--- config.mk ---
export PLATFORM = sky130hd
export DESIGN_NAME = brianhg_display_rmem_ml
export DESIGN_NICKNAME = d
export VERILOG_FILES = /design/src/rtl/brianhg_display_rmem_ml.sv
export SDC_FILE = /design/constraint.sdc
export NUM_CORES = 2
export LEC_CHECK = 0
export ABC_AREA = 1
export BUFFER_PORTS_ARGS = -buffer_cell sky130_fd_sc_hd__buf_2
export CORE_MARGIN = 3
export CORE_UTILIZATION = 35
export CTS_CLUSTER_DIAMETER = 60
export DETAILED_ROUTE_END_ITERATION = 8
export PLACE_DENSITY_LB_ADDON = 0.05
export SETUP_SLACK_MARGIN = 0.2
export SLEW_MARGIN = 0
export SYNTH_ARGS = -nofsm -noshare
export SYNTH_HDL_FRONTEND = slang
export SYNTH_SLANG_ARGS = --single-unit
--- constraint.sdc ---
create_clock -name CMD_CLK -period 9 [get_ports CMD_CLK]
set_clock_uncertainty 0.15 [all_clocks]
set_input_delay 1.8 -clock CMD_CLK [delete_from_list [all_inputs] [get_ports CMD_CLK]]
set_output_delay 1.8 -clock CMD_CLK [all_outputs]
set_load 0.1 [all_outputs]
--- src/rtl/brianhg_display_rmem_ml.sv ---
// Multi-layer DDR3 raster read-address generator with line-slot rotation.
// Define BHG_RMEM_XWRAP_EN to wrap reads horizontally within each bitmap row.
module brianhg_display_rmem_ml #(
  parameter int PORT_ADDR_SIZE    = 24,
  parameter int PORT_VECTOR_SIZE  = 12,
  parameter int PORT_R_DATA_WIDTH = 128,
  parameter int LAYERS            = 2,
  parameter int LB_LINES          = 2,
  parameter int LB_WORDS          = 256
) (
  input  logic                            CMD_CLK,
  input  logic                            reset,
  input  logic                            DISP_enable       [LAYERS-1:0],
  input  logic [2:0]                      DISP_pixel_bytes  [LAYERS-1:0],
  input  logic [31:0]                     DISP_mem_addr     [LAYERS-1:0],
  input  logic [15:0]                     DISP_bitmap_width [LAYERS-1:0],
  input  logic [13:0]                     DISP_xsize        [LAYERS-1:0],
  input  logic [13:0]                     DISP_ysize        [LAYERS-1:0],
  input  logic [13:0]                     DISP_xpos         [LAYERS-1:0],
  input  logic [13:0]                     DISP_ypos         [LAYERS-1:0],
  input  logic                            read_busy_in,
  output logic                            read_req_out,
  output logic [PORT_ADDR_SIZE-1:0]       read_adr_out,
  output logic [PORT_VECTOR_SIZE-1:0]     read_line_mem_adr,
  input  logic                            VID_xena_in,
  input  logic                            VID_yena_in,
  output logic [$clog2(PORT_R_DATA_WIDTH/8)-1:0] VID_xpos_out [LAYERS-1:0],
  output logic [$clog2(LB_LINES)-1:0]     VID_ypos_out      [LAYERS-1:0],
  output logic                            underrun_out      [LAYERS-1:0]
);
  localparam int A     = PORT_ADDR_SIZE;
  localparam int VW    = PORT_VECTOR_SIZE;
  localparam int WB    = PORT_R_DATA_WIDTH / 8;
  localparam int WSH   = $clog2(WB);
  localparam int LYR_W = (LAYERS > 1) ? $clog2(LAYERS) : 1;
  localparam int LIN_W = $clog2(LB_LINES);
  localparam int WRD_W = $clog2(LB_WORDS);
  localparam int CW    = WRD_W + 1;

  if (VW < LYR_W + LIN_W + WRD_W) begin : g_vec_chk
    $error("PORT_VECTOR_SIZE too small for layer/line/word fields");
  end

  typedef enum logic [1:0] {S_IDLE, S_MUL, S_CALC, S_ISSUE} state_t;
  state_t state_q, state_d;

  logic             xena_q, frame_q, ld_q;
  logic [13:0]      rast_y_q, line_y_q;
  logic [LYR_W-1:0] cidx_q, cur_q;
  logic [CW-1:0]    widx_q;
  logic [A-1:0]     addr_q;
  logic [LAYERS-1:0] pend_q;
  logic [29:0]      prod_q   [LAYERS-1:0];
  logic [A-1:0]     row_q    [LAYERS-1:0];
  logic [A-1:0]     lbase_q  [LAYERS-1:0];
  logic [LIN_W-1:0] slot_q   [LAYERS-1:0];
  logic [LIN_W-1:0] lslot_q  [LAYERS-1:0];
  logic [CW-1:0]    wcnt_q   [LAYERS-1:0];
`ifdef BHG_RMEM_XWRAP_EN
  logic [17:0]      rowb_q   [LAYERS-1:0];
  logic [17:0]      xal_q    [LAYERS-1:0];
  logic [17:0]      off_q, off_nx;
`endif

  function automatic logic [1:0] shf(input logic [2:0] pb);
    case (pb)
      3'd2:    return 2'd1;
      3'd4:    return 2'd2;
      default: return 2'd0;
    endcase
  endfunction

  logic              hs, ldone, last, can_issue;
  logic [1:0]        sh;
  logic [17:0]       rb;
  logic [WSH-1:0]    xoff;
  logic [16:0]       tot, wc_full;
  logic [CW-1:0]     wc;
  logic [A-1:0]      fs_addr;
  logic [VW-1:0]     vec;
  logic [LAYERS-1:0] lost;

  assign hs = VID_xena_in & ~xena_q;

  always_comb begin
    sh      = shf(DISP_pixel_bytes[cidx_q]);
    rb      = {2'b0, DISP_bitmap_width[cidx_q]} << sh;
    xoff    = WSH'({2'b0, DISP_xpos[cidx_q]} << sh);
    tot     = {1'b0, {2'b0, DISP_xsize[cidx_q]} << sh}
            + 17'(VID_xpos_out[cidx_q]);
    wc_full = (tot + 17'(WB - 1)) >> WSH;
    wc      = (wc_full > 17'(LB_WORDS)) ? CW'(LB_WORDS)
                                        : wc_full[CW-1:0];
    fs_addr = A'(DISP_mem_addr[cidx_q]
            + ((32'(prod_q[cidx_q]) + 32'(DISP_xpos[cidx_q])) << sh));
  end

  always_comb begin
    ldone     = !ld_q && (widx_q == wcnt_q[cur_q]);
    last      = (cur_q == LYR_W'(LAYERS - 1));
    can_issue = !ld_q && !ldone && !read_busy_in;
    vec       = (VW'(cur_q) << (LIN_W + WRD_W))
              | (VW'(lslot_q[cur_q]) << WRD_W)
              | VW'(widx_q[WRD_W-1:0]);
`ifdef BHG_RMEM_XWRAP_EN
    off_nx    = off_q + 18'(WB);
`endif
  end

  // Layers still owed reads when a new line arrives early
  always_comb begin
    lost = pend_q;
    for (int k = 0; k < LAYERS; k++)
      if (!frame_q && DISP_enable[k] && line_y_q < DISP_ysize[k] &&
          (state_q == S_MUL ||
           (state_q == S_CALC && LYR_W'(k) >= cidx_q)))
        lost[k] = 1'b1;
  end

  always_comb begin
    state_d = state_q;
    if (hs) state_d = S_MUL;
    else begin
      unique case (state_q)
        S_IDLE:  state_d = S_IDLE;
        S_MUL:   state_d = S_CALC;
        S_CALC:
          if (cidx_q == LYR_W'(LAYERS - 1))
            state_d = frame_q ? S_IDLE : S_ISSUE;
        S_ISSUE: if (ldone && last) state_d = S_IDLE;
        default: state_d = S_IDLE;
      endcase
    end
  end

  always_ff @(posedge CMD_CLK or posedge reset) begin
    if (reset) state_q <= S_IDLE;
    else       state_q <= state_d;
  end

  always_ff @(posedge CMD_CLK or posedge reset) begin
    if (reset) begin
      xena_q <= 1'b0; frame_q <= 1'b0; ld_q <= 1'b0;
      rast_y_q <= '0; line_y_q <= '0;
      cidx_q <= '0; cur_q <= '0; widx_q <= '0;
      addr_q <= '0; pend_q <= '0;
      read_req_out <= 1'b0; read_adr_out <= '0; read_line_mem_adr <= '0;
`ifdef BHG_RMEM_XWRAP_EN
      off_q <= '0;
`endif
      for (int k = 0; k < LAYERS; k++) begin
        prod_q[k] <= '0; row_q[k] <= '0; lbase_q[k] <= '0;
        slot_q[k] <= '0; lslot_q[k] <= '0; wcnt_q[k] <= '0;
        VID_xpos_out[k] <= '0; VID_ypos_out[k] <= '0;
        underrun_out[k] <= 1'b0;
`ifdef BHG_RMEM_XWRAP_EN
        rowb_q[k] <= '0; xal_q[k] <= '0;
`endif
      end
    end else begin
      xena_q       <= VID_xena_in;
      read_req_out <= 1'b0;
      if (hs) begin
        frame_q <= !VID_yena_in;
        cidx_q  <= '0;
        pend_q  <= '0;
        if (!VID_yena_in) begin
          rast_y_q <= '0;
          for (int k = 0; k < LAYERS; k++) underrun_out[k] <= 1'b0;
        end else begin
          line_y_q <= rast_y_q;
          if (rast_y_q != 14'h3FFF) rast_y_q <= rast_y_q + 14'd1;
          if (state_q != S_IDLE)
            for (int k = 0; k < LAYERS; k++)
              if (lost[k]) underrun_out[k] <= 1'b1;
        end
      end else begin
        unique case (state_q)
          S_MUL:
            for (int k = 0; k < LAYERS; k++)
              prod_q[k] <= 30'(DISP_bitmap_width[k]) * 30'(DISP_ypos[k]);
          S_CALC: begin
            cidx_q <= cidx_q + LYR_W'(1);
            if (frame_q) begin
              row_q[cidx_q]        <= fs_addr & ~A'(WB - 1);
              VID_xpos_out[cidx_q] <= xoff;
            end else begin
              VID_ypos_out[cidx_q] <= slot_q[cidx_q] - LIN_W'(1);
              wcnt_q[cidx_q]       <= '0;
              if (DISP_enable[cidx_q] && line_y_q < DISP_ysize[cidx_q]) begin
                wcnt_q[cidx_q]  <= wc;
                pend_q[cidx_q]  <= (wc != '0);
                lbase_q[cidx_q] <= row_q[cidx_q];
                lslot_q[cidx_q] <= slot_q[cidx_q];
                slot_q[cidx_q]  <= slot_q[cidx_q] + LIN_W'(1);
                row_q[cidx_q]   <= row_q[cidx_q] + A'(rb);
`ifdef BHG_RMEM_XWRAP_EN
                rowb_q[cidx_q]  <= rb;
                xal_q[cidx_q]   <= ({2'b0, DISP_xpos[cidx_q], 2'b0} >> (2 - sh))
                                   & ~18'(WB - 1);
`endif
              end
            end
            cur_q  <= '0;
            widx_q <= '0;
            ld_q   <= 1'b1;
          end
          S_ISSUE: begin
            if (ld_q) begin
              ld_q   <= 1'b0;
              addr_q <= lbase_q[cur_q];
`ifdef BHG_RMEM_XWRAP_EN
              off_q  <= xal_q[cur_q];
`endif
            end else if (ldone) begin
              if (!last) begin
                cur_q  <= cur_q + LYR_W'(1);
                widx_q <= '0;
                ld_q   <= 1'b1;
              end
            end else if (can_issue) begin
              read_req_out      <= 1'b1;
              read_adr_out      <= addr_q;
              read_line_mem_adr <= vec;
              widx_q            <= widx_q + CW'(1);
              if (widx_q + CW'(1) == wcnt_q[cur_q]) pend_q[cur_q] <= 1'b0;
`ifdef BHG_RMEM_XWRAP_EN
              if (off_nx >= rowb_q[cur_q]) begin
                off_q  <= off_nx - rowb_q[cur_q];
                addr_q <= addr_q + A'(WB) - A'(rowb_q[cur_q]);
              end else begin
                off_q  <= off_nx;
                addr_q <= addr_q + A'(WB);
              end
`else
              addr_q <= addr_q + A'(WB);
`endif
            end
          end
          default: ;
        endcase
      end
    end
  end
endmodule
==> metrics.md <==
| Metric | Value |
|---|---|
| Post-synth top area share | `21.57%` |
| Cell area power density | `388.3 nW/µm²` |
| HP Class | `reg -> reg` |
| Total GRT Usage | `20.85%` |
| R2r endpoint | `row_q[47]` |
| Syn Area/Cell | `7.114 µm²` |
| Gpl congestion | `0.8475` |
| H-Tree Depth | `2` |
| Layout overhead on the synthesized area | `10.77%` |
| Slew margin rel. | `27.88%` |
| Hpwl dp | `79.18 mm` |
| Post-CTS Setup Repair Bufs | `0` |
| Via Count | `28720` |
| Crit path required time | `9250 ps` |
| WS Path Type | `in -> reg` |
| Crit path launch type | `input port` |
| Largest net degree at the start of global routing | `163` |
| Core area | `92360 µm²` |
| Setup crit end kind | `flip-flop` |
| Max IR drop VDD | `0.2668 mV` |
| Fin Setup TNS | `0 ps` |
| Hold path depth | `2` |
| WHS Endpoint | `VID_ypos_out[1]` |
| Post-cts sizing count | `0` |
| Post-synth EDFFs | `0` |
| Residual DRC count | `0` |
| Leak | `19.97 nW` |
| Drt first pass iters | `5` |
| Maxcap violations | `0` |
| Die footprint | `97500 µm²` |
| Final period utilization | `84.14%` |
| # setup viols final | `0` |
| Syn Inst Count | `4614` |
| Yosys warns | `0` |
| Area of the multi-input gates | `21640 µm²` |
| CTS tree | `done` |
| Via-per-instance ratio | `4.777` |
| Nets | `5503` |
| F_max | `132.1 MHz` |
| Worst setup margin | `1428 ps` |
| Grt ovf | `0` |
| Die Y | `312.2 µm` |
| R2R depth | `31` |
| Bufs on Longest Clock Path | `3` |
| Avg WL per Cell | `16.79 µm` |
| RSZ-0062 raised after global routing | `no` |
| Drt initial violations | `1727` |
| Reg clk slew, reported paths | `50 ps` |
| Area contributors post-synth | `dfrtp_1 22%, fa_1 19%, nand2_1 16%` |
| Seq. cell area | `7086 µm²` |
| Ports | `270` |
| Clock sink count | `283` |
| Final WL | `101.0 mm` |
| IO Port Bufs | `251` |
| Clock Latency Late Sink | `550 ps` |
| Die W | `312.2 µm` |
| Synth Cell Area | `32830 µm²` |
| Seq/Total Area, Yosys | `21.57%` |
| Initial cell density of the core | `35.54%` |
| Pins Over Slew Limit | `0` |
| CTS root buf | `clkbuf_16` |
| Hold Vio Cnt, Final | `0` |
| FF+latch count, synth | `283` |
| First-pass GRT wire length | `161.4 mm` |
| Leading area contributor after synthesis | `dfrtp_1` |
| RR Startpoint | `cidx_q` |
| Outcome | `finished clean` |
| Fraction of layout cells with a size suffix above 1 | `8.765%` |
| Most used DFF post-synth | `dfrtp_1` |
| Min Tclk post-route | `7572 ps` |
| Reg-to-reg slack, setup | `2940 ps` |
| Inserted Diodes | `0` |
| Row Count | `111` |
| Arr. time, crit path | `7820 ps` |
| Antenna-violating nets left | `0` |
| Async S/R FF share, synth | `100.0%` |
| Crit-path max FO | `15` |
| Vias in the first global route | `28790` |
| CTS Buf Count | `40` |
| Critical hold path startpoint | `VID_ypos_out[1]` |
| Netlist cell types | `57` |
| Fill count | `10030` |
| Slew @ Worst Pin | `1081 ps` |
| Initial antenna violation count | `1` |
| Post-Place Worst Slack | `903.7 ps` |
| Hold buffers post-CTS | `0` |
==> synth_stat cells, drive strengths merged (2+ instances only) <==
| cell | number |
|---|---|
| xnor2 | 35 |
| a21boi | 4 |
| ha | 236 |
| nand2 | 1411 |
| o31ai | 7 |
| clkinv | 5 |
| nor2 | 199 |
| a21oi | 185 |
| o21ai | 423 |
| mux2i | 18 |
| a31oi | 54 |
| a21o | 3 |
| nand3b | 3 |
| fa | 306 |
| a2111oi | 2 |
| a22oi | 6 |
| o221ai | 3 |
| o22ai | 10 |
| o21a | 8 |
| clkbuf | 156 |
| nand4 | 38 |
| o211ai | 14 |
| inv | 875 |
| a221oi | 5 |
| o2111ai | 2 |
| mux2 | 2 |
| a211oi | 4 |
| o221a | 2 |
| dfrtp | 283 |
| xor2 | 57 |
| nor4 | 11 |
| nor3 | 28 |
| or2 | 42 |
| buf | 38 |
| o21bai | 6 |
| nand3 | 128 |
==> worst max-delay path, cell delays in order <==
cell	delay (ps)
buf_2	240
nand2_1	110
inv_1	60
fa_1	520
inv_1	50
fa_1	530
inv_1	50
fa_1	500
inv_1	50
fa_1	480
inv_1	60
fa_1	540
inv_1	60
fa_1	530
inv_1	40
ha_1	330
nand2_1	80
o21ai_0	260
a21oi_1	100
o21ai_0	170
inv_1	80
o21ai_0	170
inv_1	80
o21ai_0	260
a31oi_1	180
o21ai_0	230
xnor2_1	140
o21ai_0	80
==> how the worst max path moves through the flow <==
stage / from / endpoint / slack [ps] / depth (start not counted)
floorplan: DISP_ypos[4] / prod_q[20] / 1310 / 29
global placement: DISP_bitmap_width[6] / prod_q[21] / 910 / 27
detailed placement: DISP_bitmap_width[5] / prod_q[20] / 900 / 28
CTS: DISP_bitmap_width[5] / prod_q[20] / 1450 / 28
global route: DISP_bitmap_width[5] / prod_q[20] / 950 / 28
finish: DISP_bitmap_width[5] / prod_q[20] / 1430 / 28
==> registers in the layout, indices dropped and copies added, names as in the netlist, named ones only <==
name	count
read_line_mem_adr	10
read_req_out	1
widx_q	9
cidx_q	1
read_adr_out	24
xena_q	1
pend_q	2
addr_q	24
VID_ypos_out	2
VID_xpos_out	8
state_q	2
ld_q	1
line_y_q	14
underrun_out	2
rast_y_q	14
lbase_q	48
lslot_q	2
row_q	48
frame_q	1
prod_q	48
cur_q	1
slot_q	2
==> layer usage <==
| metal | vias up | part of all wire [%] | track usage, % |
|---|---|---|---|
| met5 | - | 0 | 0 |
| met1 | 13660 | 47 | 28.79 |
| li1 | 14510 | - | - |
| met2 | 472 | 48 | 35.59 |
| met3 | 77 | 3.9 | 2.513 |
| met4 | 0 | 1.5 | 3.328 |
==> through the flow <==
step | instances | cell area (µm²) | power [mW] | hold slack, ps | util [%]
3_5_place_dp | 5941 | 35060 | 12.67 | 305.9 | 37.96
5_1_grt | 6012 | 36360 | 15.93 | 335.3 | 39.37
6_report | 6012 | 36360 | 14.12 | 313.4 | 39.37
3_3_place_gp | 5941 | 35060 | 12.68 | 304.0 | 37.96
2_1_floorplan | 4615 | 32830 | 9.918 | 286.6 | -
4_1_cts | 6012 | 36360 | 14.35 | 319.6 | 39.37
==> area by class of cell <==
cell class | instances | share of cell area [%]
clock inverter | 13 | 0.4577
sequential | 283 | 19.49
tap | 1243 | 4.277
clock buffer | 58 | 3.131
timing repair buffer | 277 | 4.026
inverter | 880 | 9.108
multi-input combinational | 3258 | 59.51
==> cells by family after synthesis <==
group	Yosys count	share of synthesized area, %
AOI/OAI and AO/OA	739	12.12
muxes	20	0.6175
other	1	0.01142
adders and majority gates	542	27.66
buffers and inverters	1074	12.55
and+or+nand+nor	1863	23.02
xor gates and xnor gates	92	2.455
DFF	283	21.57
==> placed cells by master (no fill, tap or decap), types with 25 or more instances in the layout <==
| cell type | n |
|---|---|
| inv_1 | 869 |
| or2_2 | 41 |
| nor3_1 | 26 |
| nand2_1 | 1399 |
| a31oi_1 | 54 |
| xnor2_1 | 35 |
| xor2_1 | 57 |
| nand4_1 | 38 |
| buf_2 | 251 |
| dfrtp_1 | 282 |
| nor2_1 | 190 |
| ha_1 | 236 |
| nand3_1 | 126 |
| clkbuf_16 | 40 |
| buf_4 | 25 |
| o21ai_0 | 405 |
| fa_1 | 306 |
| a21oi_1 | 183 |
==> power breakdown <==
group | switching (mW) | leakage [nW] | internal [mW]
clock network | 0.608 | 0.630 | 0.964
registers | 0.272 | 3.54 | 1.73
logic | 6.85 | 15.8 | 3.70
(Power assumes the default switching activity.)
